--- src/rtl/fpu_bcd80_to_uint64.sv ---
// Sequential 8087 packed-BCD (sign + 18 digits) to 64-bit unsigned magnitude decoder.
// Consumes DIGITS_PER_CYCLE digits per clock, most significant digit first.
module fpu_bcd80_to_uint64 #(
  parameter int DIGITS_PER_CYCLE = 1
) (
  input  logic        clk_i,
  input  logic        reset_i,
  input  logic        enable_i,
  input  logic [79:0] bcd_i,
  output logic [63:0] uint_o,
  output logic        sign_o,
  output logic        done_o,
  output logic        busy_o,
  output logic        invalid_o
);

  localparam int NumCycles = 18 / DIGITS_PER_CYCLE;
  localparam int ShiftBits = 4 * DIGITS_PER_CYCLE;
  localparam logic [4:0] LastCnt = 5'(NumCycles - 1);

  typedef enum logic [1:0] {IDLE, CONVERT, DONE} state_t;

  state_t      state_q, state_d;
  logic [71:0] shift_q, shift_d;
  logic [63:0] acc_q, acc_d;
  logic [4:0]  cnt_q, cnt_d;
  logic        sign_q, sign_d;
  logic        bad_q, bad_d;
  logic [63:0] uint_q, uint_d;
  logic        signOut_q, signOut_d;
  logic        invalid_q, invalid_d;

  logic [63:0] accStep;
  logic        badStep;
  logic [3:0]  nibble;

  // Bits [78:72] of the operand carry no information for the conversion.
  logic unused_ignoredBits;
  assign unused_ignoredBits = ^bcd_i[78:72];

  // acc*10 is built from two shifts so no multiplier is inferred.
  always_comb begin
    accStep = acc_q;
    badStep = bad_q;
    nibble  = 4'd0;
    for (int i = 0; i < DIGITS_PER_CYCLE; i++) begin
      nibble  = shift_q[71 - 4*i -: 4];
      accStep = (accStep << 3) + (accStep << 1) + {60'd0, nibble};
      badStep = badStep | (nibble > 4'd9);
    end
  end

  always_comb begin
    state_d   = state_q;
    shift_d   = shift_q;
    acc_d     = acc_q;
    cnt_d     = cnt_q;
    sign_d    = sign_q;
    bad_d     = bad_q;
    uint_d    = uint_q;
    signOut_d = signOut_q;
    invalid_d = invalid_q;
    case (state_q)
      IDLE: begin
        if (enable_i) begin
          state_d = CONVERT;
          shift_d = bcd_i[71:0];
          sign_d  = bcd_i[79];
          acc_d   = 64'd0;
          cnt_d   = 5'd0;
          bad_d   = 1'b0;
        end
      end
      CONVERT: begin
        acc_d   = accStep;
        bad_d   = badStep;
        shift_d = shift_q << ShiftBits;
        cnt_d   = cnt_q + 5'd1;
        // Result registers load on the edge that enters DONE and then hold.
        if (cnt_q == LastCnt) begin
          state_d   = DONE;
          uint_d    = badStep ? 64'd0 : accStep;
          signOut_d = sign_q;
          invalid_d = badStep;
        end
      end
      DONE: begin
        state_d = IDLE;
      end
      default: begin
        state_d = IDLE;
      end
    endcase
  end

  always_ff @(posedge clk_i) begin
    if (reset_i) begin
      state_q   <= IDLE;
      shift_q   <= 72'd0;
      acc_q     <= 64'd0;
      cnt_q     <= 5'd0;
      sign_q    <= 1'b0;
      bad_q     <= 1'b0;
      uint_q    <= 64'd0;
      signOut_q <= 1'b0;
      invalid_q <= 1'b0;
    end else begin
      state_q   <= state_d;
      shift_q   <= shift_d;
      acc_q     <= acc_d;
      cnt_q     <= cnt_d;
      sign_q    <= sign_d;
      bad_q     <= bad_d;
      uint_q    <= uint_d;
      signOut_q <= signOut_d;
      invalid_q <= invalid_d;
    end
  end

  assign uint_o    = uint_q;
  assign sign_o    = signOut_q;
  assign invalid_o = invalid_q;
  assign done_o    = (state_q == DONE);
  assign busy_o    = (state_q != IDLE);

endmodule
--- config.mk ---
export PLATFORM = sky130hd
export DESIGN_NAME = fpu_bcd80_to_uint64
export DESIGN_NICKNAME = d
export VERILOG_FILES = /design/src/rtl/fpu_bcd80_to_uint64.sv
export SDC_FILE = /design/constraint.sdc
export NUM_CORES = 1
export LEC_CHECK = 0
export ABC_AREA = 1
export CAP_MARGIN = 20
export CORE_AREA = 2 2 164 166
export DETAILED_ROUTE_END_ITERATION = 7
export DIE_AREA = 0 0 166 168
export DONT_BUFFER_PORTS = 1
export PLACE_DENSITY = 0.68
export SETUP_SLACK_MARGIN = 0.4
export SYNTH_ARGS = -nofsm -noshare
export SYNTH_HDL_FRONTEND = slang
export SYNTH_SLANG_ARGS = --single-unit
--- constraint.sdc ---
create_clock -name clk_i -period 3.6 [get_ports clk_i]
set_clock_uncertainty 0.1 [all_clocks]
set_input_delay 0.54 -clock clk_i [delete_from_list [all_inputs] [get_ports clk_i]]
set_output_delay 0.54 -clock clk_i [all_outputs]
set_load 0.03 [all_outputs]
==> results of run 1 <==
[repair_timing]
action,in CTS,in global routing
resized for setup,0,6
setup endpoints to repair,0,15
hold endpoints to repair,60,0
hold buffers,3,0
[sequential cells by signal, indices dropped and copies added, names as in the netlist]
register,cells
uint_o,64
acc_q,63
bad_q,1
sign_o,1
shift_q,72
invalid_o,1
state_q,2
sign_q,1
cnt_q,5
[logic make-up after synthesis]
group / Yosys count / synth area share, %
and+or+nand+nor: 1058 / 31.4
buffers and inverters: 439 / 12.1
AOI/OAI and AO/OA: 332 / 13.9
DFF: 210 / 29.6
adders and majority gates: 126 / 11.2
xor gates and xnor gates: 28 / 1.78
[synth_stat cells, types with 3 or more instances]
master    number
a21oi_1      225
a21oi_2        8
a22oi_1       15
a31oi_1        9
and2_1         4
and3_1         3
buf_1          3
buf_2         26
buf_4          6
clkbuf_1      36
clkinv_1       4
dfxtp_1      210
ha_1         124
inv_1        341
inv_2         21
nand2_1      764
nand2_2       17
nand2_4        3
nand3_1      106
nand3_2        7
nand3b_1       8
nand4_1        8
nor2_1        92
nor2_2        24
nor2_4         5
nor3_1         3
nor3_2         6
o21ai_0       11
o21bai_1       5
o221ai_1      48
or2_2          3
xor2_1        25
[power by group]
| part | internal (µW) | switching [µW] |
|---|---|---|
| Clock | 1240 | 920 |
| Sequential | 2410 | 45.5 |
| Combinational | 103 | 238 |
[layer usage]
| layer | part of all wire (%) | GRT usage (%) | vias to the layer above |
|---|---|---|---|
| li1 | - | - | 6876 |
| met1 | 45 | 36.4 | 5877 |
| met2 | 45 | 47.3 | 335 |
| met3 | 7.4 | 6.51 | 52 |
| met4 | 2.3 | 7.45 | 0 |
| met5 | 0 | 0 | - |
[cell type report]
class                      count  share of cell area (%)
clock buffer                  32                    4.29
clock inverter                 4                   0.149
inverter                     366                    9.07
multi-input combinational   1544                    55.0
sequential                   210                    27.8
tap                          341                    2.82
timing repair buffer          12                   0.942
[cell usage in the layout, fill, tap and decap left out, types with 4 or more instances in the layout]
master / Yosys / final
clkbuf_8: 0 / 4
a21oi_1: 225 / 225
nand3_2: 7 / 8
nand2_1: 764 / 760
a22oi_1: 15 / 15
nor3_2: 6 / 5
nor2_4: 5 / 7
xor2_1: 25 / 25
and2_1: 4 / 4
nor2_1: 92 / 91
o21bai_1: 5 / 5
nand3_1: 106 / 105
a21oi_2: 8 / 8
inv_2: 21 / 21
clkbuf_16: 0 / 23
nand2_2: 17 / 21
clkinv_1: 4 / 4
nand3b_1: 8 / 8
buf_4: 6 / 9
nor2_2: 24 / 23
o21ai_0: 11 / 11
inv_1: 341 / 341
ha_1: 124 / 124
dfxtp_1: 210 / 210
nand4_1: 8 / 8
a31oi_1: 9 / 9
clkbuf_1: 36 / 5
o221ai_1: 48 / 48
[worst max path at each step]
stage | from | endpoint | slack [ps]
2_1_floorplan | acc_q[0] | uint_o[50] | 1080
3_3_place_gp | shift_q[71] | acc_q[60] | 580
3_5_place_dp | acc_q[0] | acc_q[60] | 540
4_1_cts | acc_q[0] | acc_q[60] | 530
5_1_grt | acc_q[2] | uint_o[50] | 410
6_report | acc_q[0] | acc_q[52] | 610
[metrics by stage]
step / total power [µW] / hold slack (ps) / instance area (µm²)
after floorplan: 2760 / 325 / 14200
after global placement: 2800 / 333 / 14400
after detailed placement: 2800 / 338 / 14400
after CTS: 5000 / 49.1 / 15100
after global routing: 5130 / 58.8 / 15100
final: 4950 / 66.9 / 15100
==> impl_metrics.py, run 1 <==
metrics = {
    "worst_setup_path": {
        "r2r_setup_slack_ps": 610,
        "crit_cells": 13,
        "required_ps": 3950,
        "crit_family": "simple AND/OR/NAND/NOR gates",
        "path_max_fanout": 3,
        "critPathLaunchType": "register",
        "cp_slowest_stage_delay_ps": 500,
        "worst-path-buf-inv": 1,
        "crit_type": "reg2reg",
        "rr_startpoint": "acc_q[0]",
        "r2r_end": "acc_q[52]",
        "cp_slowest_cell": "fa_1",
        "worstPathCellList": "inv_1, fa_1, fa_1, nand3b_1, nor2_4, a21oi_1, nand2_2, nand2_1, nand2_1, nand2_1, nand3_1, nand3_1, a21oi_1",
        "arrival_ps": 3340,
        "reg2reg_depth": 13,
        "crit_top_cell": "nand2_1",
        "endpoint_kind": "register",
    },
    "routing": {
        "ant_nets": 0,
        "via_count": 13100,
        "post-route-drc-count": 0,
        "viasPerCell": 5.24,
        "avgRoutedWirePerCell_um": 15.8,
        "wl_um": 39700,
        "first_iter_violations": 757,
        "drt-pass1-iter-count": 6,
    },
    "run_status": {
        "status": "completed",
    },
    "sta": {
        "finalSetupTns_ps": 0,
        "worst_pin_slew_ps": 1020,
        "setup_viol": 0,
        "slew_headroom_pct": 31.8,
        "fmax_mhz": 335,
        "grt_setup_unrepaired": "no",
        "fin_crit_ps": 2990,
        "period_share_pct": 83.0,
        "drv_slew": 0,
        "hold_viol_final": 0,
        "layout_setup_ws_ps": 612,
    },
    "clock_tree": {
        "cts_buffer_depth": 3,
        "numCtsBuffers": 22,
        "cts_max_level": 1,
        "cts_tree": "done",
        "clock-root-buffer": "clkbuf_16",
        "clock_latency_ps": 530,
        "cts_setup_buffers": 0,
        "clk_pin_slew_worst_paths_ps": 60,
        "clkSinkCount": 210,
    },
    "power_and_ir_drop": {
        "ir_worst_vdd_v": 0.000487,
        "power-per-cell-area_nw_per_um2": 327,
        "p_leak_uw": 0.00762,
    },
    "yosys": {
        "synthArstFlopShare_pct": 0,
        "yosys_warnings": 0,
        "yosysUniqueCellTypes": 50,
        "synth_area_leaders": "dfxtp_1 30%, nand2_1 20%, ha_1 11%, inv_1 9.0%, a21oi_1 7.9%",
        "synth_cells": 2193,
        "syn_avg_cell_area_um2": 6.48,
        "synth_flop_cell": "dfxtp_1",
        "synth_seq_area_share_pct": 29.6,
        "synth_edf_count": 0,
        "yosysTopAreaCellShare_pct": 29.6,
        "yosysTopAreaCell": "dfxtp_1",
        "syn_area_um2": 14200,
        "synth-seq-cells": 210,
        "synth_nets": 2402,
    },
    "floorplanning": {
        "die-area_um2": 27900,
        "num_io_pins": 151,
        "die-height_um": 168,
        "core_um2": 26400,
        "die-width_um": 166,
        "rows": 60,
        "initial_core_util_pct": 53.9,
    },
    "global_route": {
        "grt_max_degree": 89,
        "grtUsageTotal_pct": 28.1,
        "antenna_found_initial": 0,
        "grt_overflow": 0,
        "grt_pass1_wl_um": 64000,
        "grt_pass1_vias": 12600,
    },
    "min_path": {
        "min_to": "shift_q[3]",
        "hp-start": "bcd_i[3]",
        "hold_depth": 2,
        "min_path_type": "in2reg",
    },
    "placement": {
        "io_buffers": 0,
        "dpl.hpwl_um": 30000,
        "gp_congestion": 0.981,
        "place_ws_ps": 543,
        "place_inst": 2470,
    },
    "layout": {
        "drive_gt1_share_pct": 7.06,
        "num_antenna_cells": 0,
        "nets": 2365,
        "utilization_pct": 57.5,
        "multi_input_area_um2": 8320,
        "seq_area_um2": 4200,
        "instances_no_fill": 2509,
        "areaGrowthSynthToFinish_pct": 6.57,
        "fillCellCount": 2729,
    },
    "flow_run": {
        "cap_violations": 0,
    },
}
(Power assumes the default switching activity.)
==> inputs of run 2 (changes only) <==
==> constraint.sdc (replaced) <==
create_clock -name clk_i -period 2.9 [get_ports clk_i]
set_clock_uncertainty 0.1 [all_clocks]
set_input_delay 0.435 -clock clk_i [delete_from_list [all_inputs] [get_ports clk_i]]
set_output_delay 0.435 -clock clk_i [all_outputs]
set_load 0.03 [all_outputs]
==> impl_metrics.py, run 2 (same netlist as run 1, synthesis figures left out) <==
metrics = {
    "power_and_ir_drop": {
        "p_leak_uw": 0.00858,
        "ir_worst_vdd_v": 0.000540,
        "power-per-cell-area_nw_per_um2": 364,
    },
    "routing": {
        "post-route-drc-count": 0,
        "via_count": 13600,
        "viasPerCell": 5.30,
        "drt-pass1-iter-count": 5,
        "wl_um": 42800,
        "avgRoutedWirePerCell_um": 16.6,
        "first_iter_violations": 797,
        "ant_nets": 0,
    },
    "worst_setup_path": {
        "crit_type": "reg2reg",
        "worstPathCellList": "inv_2, fa_1, fa_2, nand3b_1, nand2_2, buf_6, nand4_1, nand3_4, nand3_2, nand3b_1, nand3_1, a21oi_1",
        "cp_slowest_stage_delay_ps": 520,
        "required_ps": 3250,
        "crit_path_start": "acc_q[0]",
        "crit_top_cell": "nand3b_1",
        "cp_slowest_cell": "fa_1",
        "endpoint_kind": "register",
        "arrival_ps": 3130,
        "crit_family": "simple AND/OR/NAND/NOR gates",
        "rr_startpoint": "acc_q[0]",
        "worst-path-buf-inv": 2,
        "path_max_fanout": 3,
        "critPathLaunchType": "register",
    },
    "floorplanning": {
        "core_um2": 26400,
        "num_io_pins": 151,
        "initial_core_util_pct": 53.9,
        "die-width_um": 166,
        "rows": 60,
        "die-height_um": 168,
        "die-area_um2": 27900,
    },
    "min_path": {
        "hp-start": "reset_i",
        "min_path_type": "in2reg",
    },
    "sta": {
        "drv_slew": 0,
        "fin_crit_ps": 2780,
        "hold_viol_final": 36,
        "slew_headroom_pct": 51.9,
        "whs_ps": -104,
        "worst_pin_slew_ps": 721,
        "grt_setup_unrepaired": "yes",
        "period_share_pct": 95.7,
        "fmax_mhz": 360,
        "setup_viol": 0,
    },
    "global_route": {
        "grtUsageTotal_pct": 29.0,
        "grt_overflow": 0,
        "grt_pass1_vias": 13000,
        "antenna_found_initial": 0,
        "grt.busiest_layer": "met2",
        "gr-usage-met2_pct": 48.9,
        "grt_max_degree": 156,
        "grt.met1_usage_pct": 38.5,
        "met3_usage_pct": 5.41,
        "grt_pass1_wl_um": 66600,
    },
    "layout": {
        "mostFrequentLayoutCell": "nand2_1",
        "nets": 2429,
        "num_antenna_cells": 0,
        "utilization_pct": 65.9,
        "final_area_um2": 17400,
        "drive_gt1_share_pct": 20.0,
        "largest_reg_flops": 72,
        "areaGrowthSynthToFinish_pct": 22.1,
        "final_cell_mix": "684 x nand2_1, 337 x inv_1, 198 x dfxtp_1, 183 x a21oi_1, 89 x ha_1",
        "regMostFlops": "shift_q",
    },
    "clock_tree": {
        "clock_latency_ps": 520,
        "clkSinkCount": 210,
        "clk_pin_slew_worst_paths_ps": 60,
        "cts_buffer_depth": 3,
        "cts_tree": "done",
        "hold_buffers": 31,
        "clock-root-buffer": "clkbuf_16",
        "numCtsBuffers": 23,
        "cts_max_level": 1,
    },
    "placement": {
        "place_area_um2": 14500,
        "dpl.hpwl_um": 30700,
        "gp_congestion": 1.04,
        "io_buffers": 0,
    },
    "run_status": {
        "status": "finished with violations",
        "violations": "negative hold slack",
    },
    "flow_run": {
        "cap_violations": 0,
    },
}
run 2: cell count changes in the layout (fill, tap and decap cells not counted), sizes merged:
cell / delta
buf: +32
dlygate4sd3: +31
bufinv: +1
clkinv: +3
run 2: layout make-up:
type	count	area, µm²
Multi-Input combinational cell	1544	9880
Fill cell	2405	8990
Sequential cell	210	4220
Inverter	366	1370
Timing Repair Buffer	75	741
Clock buffer	32	649
Tap cell	341	427
Clock inverter	8	67.6
run 2: timing repair:
action	4_1_cts	5_1_grt
resized for setup	165	193
hold endpoints to repair	155	124
buffers inserted	12	12
setup endpoints to repair	99	132
pin swaps	62	62
run 2: stage by stage:
stage                     total power, µW  std cells  setup WS (ps)  TNS (ps)
after floorplan                      3430       2193            457         0
after global placement               3480       2481          -7.03     -7.45
after detailed placement             3500       2481          -59.4      -212
after CTS                            6350       2564            211         0
after global routing                 6510       2576           51.4         0
final                                6310       2576            125         0
run 2: path summary, 6_finish.rpt:
| kind | to | slack [ps] | depth (start not counted) |
|---|---|---|---|
| worst min-delay path | uint_o[58] | -100 | 1 |
| worst max-delay path | uint_o[38] | 120 | 12 |
| worst min register to register | shift_q[58] | 350 | 2 |
| worst max register to register | uint_o[38] | 120 | 12 |
run 2: layer usage:
metal	vias up	part of all wire, %
li1	7007	-
met1	6285	45
met2	300	47
met3	57	6.0
met4	0	2.3
met5	-	0
run 2: where the power goes:
part,switching [µW],internal [µW]
Sequential,56.2,2990
Combinational,282,164
Clock,1180,1640
